### config.mk
export PLATFORM = sky130hd
export DESIGN_NAME = varredura_mostrador_flat
export DESIGN_NICKNAME = d
export VERILOG_FILES = /design/src/rtl/varredura_mostrador_pkg.sv /design/src/rtl/varredura_mostrador_if.sv /design/src/rtl/varredura_temporizador.sv /design/src/rtl/varredura_mostrador.sv /design/src/flat_wrapper.sv
export SDC_FILE = /design/constraint.sdc
export NUM_CORES = 1
export LEC_CHECK = 0
export CORE_UTILIZATION = 35
export CTS_BUF_LIST = sky130_fd_sc_hd__clkbuf_16
export CTS_CLUSTER_SIZE = 24
export DETAILED_ROUTE_END_ITERATION = 6
export PLACE_DENSITY = 0.58
export SYNTH_ARGS = -nofsm -noshare
export SYNTH_HDL_FRONTEND = slang
export SYNTH_SLANG_ARGS = --single-unit
### constraint.sdc
create_clock -name clk -period 3.3 [get_ports clk]
set_input_delay 0.99 -clock clk [delete_from_list [all_inputs] [get_ports clk]]
set_output_delay 0.99 -clock clk [all_outputs]
set_load 0.02 [all_outputs]
### src/rtl/varredura_mostrador_pkg.sv
// Shared types and defaults for the multiplexed display scanner.
package varredura_mostrador_pkg;

    localparam int unsigned CodeW       = 4;
    localparam int unsigned DefNCol     = 5;
    localparam int unsigned DefDiv      = 1000;
    localparam int unsigned DefBlankCyc = 2;

    typedef enum logic [1:0] {
        StIdle,
        StShow,
        StBlank,
        StSwap
    } state_e;

endpackage

### src/rtl/varredura_mostrador_if.sv
// Load handshake and display-side signals of the scanner.
// blink_mask exists only when VARREDURA_BLINK_EN is defined.
interface varredura_mostrador_if #(
    parameter int unsigned N_COL = varredura_mostrador_pkg::DefNCol
);
    import varredura_mostrador_pkg::*;

    localparam int unsigned IDXW = (N_COL > 1) ? $clog2(N_COL) : 1;

    logic               scan_en;
    logic               load_valid;
    logic               load_ready;
    logic [IDXW-1:0]    load_idx;
    logic [CodeW-1:0]   load_code;
    logic [CodeW-1:0]   code;
    logic [N_COL-1:0]   col_sel;
    logic               frame_done;
`ifdef VARREDURA_BLINK_EN
    logic [N_COL-1:0]   blink_mask;
`endif

    modport master (
`ifdef VARREDURA_BLINK_EN
        output blink_mask,
`endif
        output scan_en, load_valid, load_idx, load_code,
        input  load_ready, code, col_sel, frame_done
    );

    modport slave (
`ifdef VARREDURA_BLINK_EN
        input  blink_mask,
`endif
        input  scan_en, load_valid, load_idx, load_code,
        output load_ready, code, col_sel, frame_done
    );

endinterface

### src/rtl/varredura_temporizador.sv
// Down-counter with load; tc is high while the count sits at zero.
module varredura_temporizador #(
    parameter int unsigned W = 4
) (
    input  logic         clk,
    input  logic         rst,
    input  logic         load,
    input  logic [W-1:0] load_val,
    output logic         tc
);

    logic [W-1:0] cnt_q;

    always_ff @(posedge clk or posedge rst) begin
        if (rst) begin
            cnt_q <= '0;
        end else if (load) begin
            cnt_q <= load_val;
        end else if (cnt_q != '0) begin
            cnt_q <= cnt_q - 1'b1;
        end
    end

    assign tc = (cnt_q == '0);

endmodule

### src/rtl/varredura_mostrador.sv
// Column-multiplexed display scanner with double-buffered symbol codes.
// Optional column blinking is compiled in with VARREDURA_BLINK_EN.
module varredura_mostrador
    import varredura_mostrador_pkg::*;
#(
    parameter int unsigned N_COL     = DefNCol,
    parameter int unsigned DIV       = DefDiv,
    parameter int unsigned BLANK_CYC = DefBlankCyc
`ifdef VARREDURA_BLINK_EN
    ,
    parameter int unsigned BLINK_FRAMES = 32
`endif
) (
    input  logic                  clk,
    input  logic                  rst,
    varredura_mostrador_if.slave  bus
);

    localparam int unsigned IdxW   = (N_COL > 1) ? $clog2(N_COL) : 1;
    localparam int unsigned MaxCyc = (DIV > BLANK_CYC) ? DIV : BLANK_CYC;
    localparam int unsigned CntW   = $clog2(MaxCyc + 1);

    localparam logic [CntW-1:0] ShowLoad  = CntW'(DIV - 1);
    localparam logic [CntW-1:0] BlankLoad = CntW'(BLANK_CYC - 1);
    localparam logic [IdxW-1:0] LastCol   = IdxW'(N_COL - 1);
    localparam logic [IdxW:0]   NColW     = (IdxW + 1)'(N_COL);

    state_e             state_q, state_d;
    logic [IdxW-1:0]    col_q, col_d;
    logic [CodeW-1:0]   code_q, code_d;
    logic [CodeW-1:0]   shadow_q [N_COL];
    logic [CodeW-1:0]   active_q [N_COL];
    logic [CodeW-1:0]   active_nx [N_COL];
    logic               tc;
    logic               tmr_load;
    logic [CntW-1:0]    tmr_val;
    logic               wr_en;
    logic [N_COL-1:0]   blink_gate;
    logic [N_COL-1:0]   col_sel_c;

    always_comb begin
        state_d = state_q;
        col_d   = col_q;
        unique case (state_q)
            StIdle: begin
                if (bus.scan_en) begin
                    state_d = StShow;
                    col_d   = '0;
                end
            end
            StShow: begin
                if (tc) state_d = StBlank;
            end
            StBlank: begin
                if (tc) begin
                    if (col_q == LastCol) begin
                        state_d = StSwap;
                        col_d   = '0;
                    end else begin
                        state_d = StShow;
                        col_d   = col_q + 1'b1;
                    end
                end
            end
            StSwap: begin
                state_d = bus.scan_en ? StShow : StIdle;
            end
            default: state_d = StIdle;
        endcase
    end

    // Every state change reloads the timer, so SHOW and BLANK each start a fresh count.
    assign tmr_load = (state_d != state_q);
    assign tmr_val  = (state_d == StBlank) ? BlankLoad : ShowLoad;

    varredura_temporizador #(
        .W (CntW)
    ) u_temporizador (
        .clk      (clk),
        .rst      (rst),
        .load     (tmr_load),
        .load_val (tmr_val),
        .tc       (tc)
    );

    // The swap result feeds the code register directly so the first column of the
    // new frame already shows the freshly copied buffer.
    always_comb begin
        for (int i = 0; i < N_COL; i++) begin
            active_nx[i] = (state_q == StSwap) ? shadow_q[i] : active_q[i];
        end
        code_d = code_q;
        if (state_d == StShow) begin
            code_d = active_nx[col_d];
        end else if (state_d == StIdle) begin
            code_d = '0;
        end
    end

    assign bus.load_ready = ~rst & (state_q != StSwap);
    assign wr_en = bus.load_valid & bus.load_ready & ({1'b0, bus.load_idx} < NColW);

    always_ff @(posedge clk or posedge rst) begin
        if (rst) begin
            state_q <= StIdle;
            col_q   <= '0;
            code_q  <= '0;
            for (int i = 0; i < N_COL; i++) begin
                shadow_q[i] <= '0;
                active_q[i] <= '0;
            end
        end else begin
            state_q <= state_d;
            col_q   <= col_d;
            code_q  <= code_d;
            for (int i = 0; i < N_COL; i++) begin
                active_q[i] <= active_nx[i];
            end
            if (wr_en) shadow_q[bus.load_idx] <= bus.load_code;
        end
    end

`ifdef VARREDURA_BLINK_EN
    localparam int unsigned FcW = $clog2(BLINK_FRAMES + 1);

    logic [FcW-1:0] frame_cnt_q;
    logic           blink_off_q;

    always_ff @(posedge clk or posedge rst) begin
        if (rst) begin
            frame_cnt_q <= '0;
            blink_off_q <= 1'b0;
        end else if (state_q == StSwap) begin
            if (frame_cnt_q == FcW'(BLINK_FRAMES - 1)) begin
                frame_cnt_q <= '0;
                blink_off_q <= ~blink_off_q;
            end else begin
                frame_cnt_q <= frame_cnt_q + 1'b1;
            end
        end
    end

    assign blink_gate = blink_off_q ? bus.blink_mask : '0;
`else
    assign blink_gate = '0;
`endif

    always_comb begin
        col_sel_c = '0;
        if (state_q == StShow) col_sel_c[col_q] = 1'b1;
    end

    assign bus.col_sel    = col_sel_c & ~blink_gate;
    assign bus.code       = code_q;
    assign bus.frame_done = (state_q == StSwap);

endmodule

### src/flat_wrapper.sv
// flat-port wrapper written by rule: the top's interface ports become plain ports
module varredura_mostrador_flat import varredura_mostrador_pkg::*;
#(
    parameter int unsigned N_COL     = DefNCol,
    parameter int unsigned DIV       = DefDiv,
    parameter int unsigned BLANK_CYC = DefBlankCyc

)
  (clk, rst, bus_scan_en, bus_load_valid, bus_load_idx, bus_load_code, bus_load_ready, bus_code, bus_col_sel, bus_frame_done);
  varredura_mostrador_if #(.N_COL(N_COL)) bus_i ();
  input  logic clk;
  input  logic rst;
  input wire logic [$bits(bus_i.scan_en)-1:0] bus_scan_en;
  input wire logic [$bits(bus_i.load_valid)-1:0] bus_load_valid;
  input wire logic [$bits(bus_i.load_idx)-1:0] bus_load_idx;
  input wire logic [$bits(bus_i.load_code)-1:0] bus_load_code;
  output wire logic [$bits(bus_i.load_ready)-1:0] bus_load_ready;
  output wire logic [$bits(bus_i.code)-1:0] bus_code;
  output wire logic [$bits(bus_i.col_sel)-1:0] bus_col_sel;
  output wire logic [$bits(bus_i.frame_done)-1:0] bus_frame_done;
  assign bus_i.scan_en = bus_scan_en;
  assign bus_i.load_valid = bus_load_valid;
  assign bus_i.load_idx = bus_load_idx;
  assign bus_i.load_code = bus_load_code;
  assign bus_load_ready = bus_i.load_ready;
  assign bus_code = bus_i.code;
  assign bus_col_sel = bus_i.col_sel;
  assign bus_frame_done = bus_i.frame_done;
  varredura_mostrador #(.N_COL(N_COL), .DIV(DIV), .BLANK_CYC(BLANK_CYC)) u_core (.clk(clk), .rst(rst), .bus(bus_i));
endmodule
==> impl_summary.txt <==
----------------------------------------------------
[Hold path]
  Worst hold path stage count ... 2
  Hold_sp ... u_core.active_q[11]
  Class of the worst hold path ... reg -> reg
  Endpoint of the worst hold-timing path ... u_core.active_q[11]

[Floorplanning]
  Boundary Pins ... 22
  Std cell rows ... 32
  Initial core utilization ... a little under two fifths
  Die Footprint ... around 8600 um^2
  Die width ... 92.9 um
  Floorplan core area ... 7850 um^2
  Die Y-Extent ... a little over 90 um

[Cells and area]
  Syn-to-layout area delta ... 22.9%
  Most common cell after layout, fill and taps aside ... sky130_fd_sc_hd__nand2_1
  Area used by sequential logic in the layout ... 1480 um^2
  Most frequent cells in the layout ... sky130_fd_sc_hd__nand2_1 (68), sky130_fd_sc_hd__dfrtp_1 (59), sky130_fd_sc_hd__mux2_2 (22)
  Nets@finish ... about 330
  Final non-filler cell area ... 3550 um^2
  Area occupied by multi-input gates ... 1310 um^2
  Layout fillers ... 757
  Fraction of layout instances using a drive strength above 1 ... 20.4%
  Diode insertion count for antenna repair ... 0

[Critical path]
  Worst EP arrival ... 2.12 ns
  Reg2Reg Depth ... 9
  R2r startpoint ... u_core.u_temporizador.cnt_q[0]
  Crit Reg-Reg Endpoint ... u_core.bus.code[1]
  Setup slack of the most critical reg-to-reg path ... approximately 0.41 ns
  Highest net fanout along the worst path ... 2
  Critical Path Sink Type ... primary output
  CP Class ... in -> out
  Crit path launch type ... primary input
  Launching instance or port of the critical path ... rst
  CP Data Required Time ... 2.31 ns

[GRT]
  Tot GR Track Use ... roughly 16%
  Total overflow reported by the global router ... 0
  Number of antenna violations at the first check in global routing ... 0
  Via count of the first global-routing pass ... 2086
  First-pass GRT wire length ... around 11000 um
  Pin count of the biggest net entering global routing ... 38

[Power and ir drop]
  Static Leakage ... 1.63 nW
  Max rail drop VDD ... 0.345 mV
  Power density over the cells ... between 500 and 600 nW/um^2

[STA]
  Post-Route Hold Slack ... 0.468 ns
  Maximum clock frequency ... 322 MHz
  TNS Setup ... 0 ns
  Tightest Pin Transition ... 0.481 ns
  Total count of max-transition violations in the final report ... 0
  Worst Clk Skew ... 0.00580 ns
  Setup violators final ... 0
  Fin. Hold Viols ... 0
  Setup repair after global routing missed its margin ... false
  Part of the cycle the worst path needs ... 94.1%
  Relative max-transition margin ... between 60% and 70%
  Final critical delay including setup and external delays ... between 3 and 4 ns

[Flow run]
  Number of maximum-capacitance constraint violations ... 0

[Clocking]
  TritonCTS clock tree ... yes
  TritonCTS buffer count ... 9
  Post-CTS Hold Buffers ... 0
  Depth of the CTS H-tree ... 3
  Clock-pin slew on the worst setup and hold paths ... 0.05 ns
  Root buffer cell ... sky130_fd_sc_hd__clkbuf_16
  CTS resizes ... 0
  Worst-skew pair later-pin latency ... 0.32 ns
  Deepest clock path buffer count ... 2
  Clock sink count ... around 60
  Post-CTS Repair Setup Buffers ... 0

[Yosys]
  Mean area per synthesized cell ... slightly above 10 um^2
  Post-synthesis cell count ... 280
  Number of warnings reported in the yosys synthesis log ... 0
  Portion of the post-synthesis area used by sequential elements ... 51.1%
  Unique masters post-synth ... about 50
  Synthesized Nets ... roughly 290
  Total standard cell area after synthesis ... 2890 um^2
  Number of synthesized flops with an enable pin ... 0
  Top_reg_cell synth ... sky130_fd_sc_hd__dfrtp_1
  Fraction of synthesis flops using an asynchronous set or reset pin ... 100%
  Number of synthesized register bits ... around 60

[Detailed routing]
  Wire length per cell ... ~15 um
  Residual DRC count ... 0
  Detailed-route wire length ... 6100 um
  Drt first pass iters ... 4
  Vias per std cell ... 4.91
  DR iter-0 viols ... around 110
  DR vias ... 2064
  Residual antenna-violating net count after detailed routing ... 0

[Placement]
  Detailed Place HPWL ... around 4300 um
  Final estimated routing congestion in global placement ... roughly 0.77
  Total of buffers placed on input and output ports ... 21
  Post-placement cell area ... roughly 3300 um^2

[Status]
  Status ... finished, final reports clean

----------------------------------------------------
==> layer usage <==
layer	GRT usage (%)	share of wire, %	up-vias
li1	-	-	1027
met1	21.7	49	993
met2	24.3	46	38
met3	3.94	2.9	6
met4	6.15	1.4	0
met5	0	0	-
==> kinds of logic (layout without fill, tap and decap cells) <==
family	count (synthesis)	count (layout)	synth area share [%]
flops	59	59	51.1
mux	35	35	13.2
compound gates	26	26	6.10
simple gates	127	127	23.0
fa+ha+maj	3	3	1.30
buf+inv	24	62	3.51
xor+xnor	6	6	1.82
==> synth_stat cells, drive strengths merged (2+ instances only) <==
cell | n | share of area, %
and2 | 2 | 0.48
mux2 | 22 | 8.6
o2111ai | 3 | 1.1
or2 | 4 | 0.87
nand3 | 3 | 0.52
xor2 | 3 | 0.91
a21oi | 7 | 1.2
nor2b | 2 | 0.43
inv | 13 | 1.7
nand2b | 6 | 1.3
or2b | 2 | 0.52
nor2 | 12 | 1.6
mux2i | 13 | 4.6
nor4b | 4 | 1.2
buf | 4 | 0.91
nor3 | 4 | 0.69
or4 | 2 | 0.78
nor4 | 9 | 3.0
dfrtp | 59 | 51
ha | 3 | 1.3
xnor2 | 3 | 0.91
or3 | 3 | 0.87
clkbuf | 7 | 0.91
o21ai | 8 | 1.4
nand2 | 68 | 8.8
==> report_power, final <==
group	internal, W	leakage, nW	switching (W)	total (W)
Combinational	0.000124	0.737	0.0000913	0.000216
Clock	0.000566	0.143	0.000297	0.000863
Sequential	0.000830	0.754	0.0000920	0.000922
==> registers in the layout, summed over array words and instances, names as in the netlist <==
register / flops
u_core.state_q: 2
u_core.u_temporizador.cnt_q: 10
u_core.col_q: 3
u_core.bus.code: 4
u_core.shadow_q: 20
u_core.active_q: 20
==> metrics by stage <==
step	worst slack [ns]	total power, W	util [%]	std cells
CTS	0.185	0.00202	45.3	420
floorplan	0.432	0.00108	-	280
global placement	0.186	0.00114	41.8	405
finish	0.194	0.00200	45.3	420
global route	0.142	0.00210	45.3	420
detailed placement	0.160	0.00115	41.8	405
==> worst max-delay path, stage by stage <==
cell                              delay (ns)
sky130_fd_sc_hd__clkdlybuf4s50_1        0.42
sky130_fd_sc_hd__nor2_1                 0.10
sky130_fd_sc_hd__clkdlybuf4s50_1        0.61
==> area by class of cell <==
cell class | instances | area share (%)
clock buffers | 9 | 6.34
inverters | 13 | 1.48
multi-input cells | 197 | 36.9
repair buffers | 34 | 8.67
clock inverters | 6 | 1.41
flip-flops and latches | 59 | 41.6
well taps | 102 | 3.59
==> how the worst max path moves through the flow <==
stage                               endpoint  slack, ns  depth (start not counted)
final                         bus_load_ready       0.19                          3
after global routing          bus_load_ready       0.14                          3
after CTS                     bus_load_ready       0.19                          3
after detailed placement  u_core.bus.code[0]       0.16                          6
after global placement        bus_load_ready       0.19                          3
after floorplan           u_core.shadow_q[4]       0.43                          4
No activity file was read; power rests on OpenSTA's default activity.
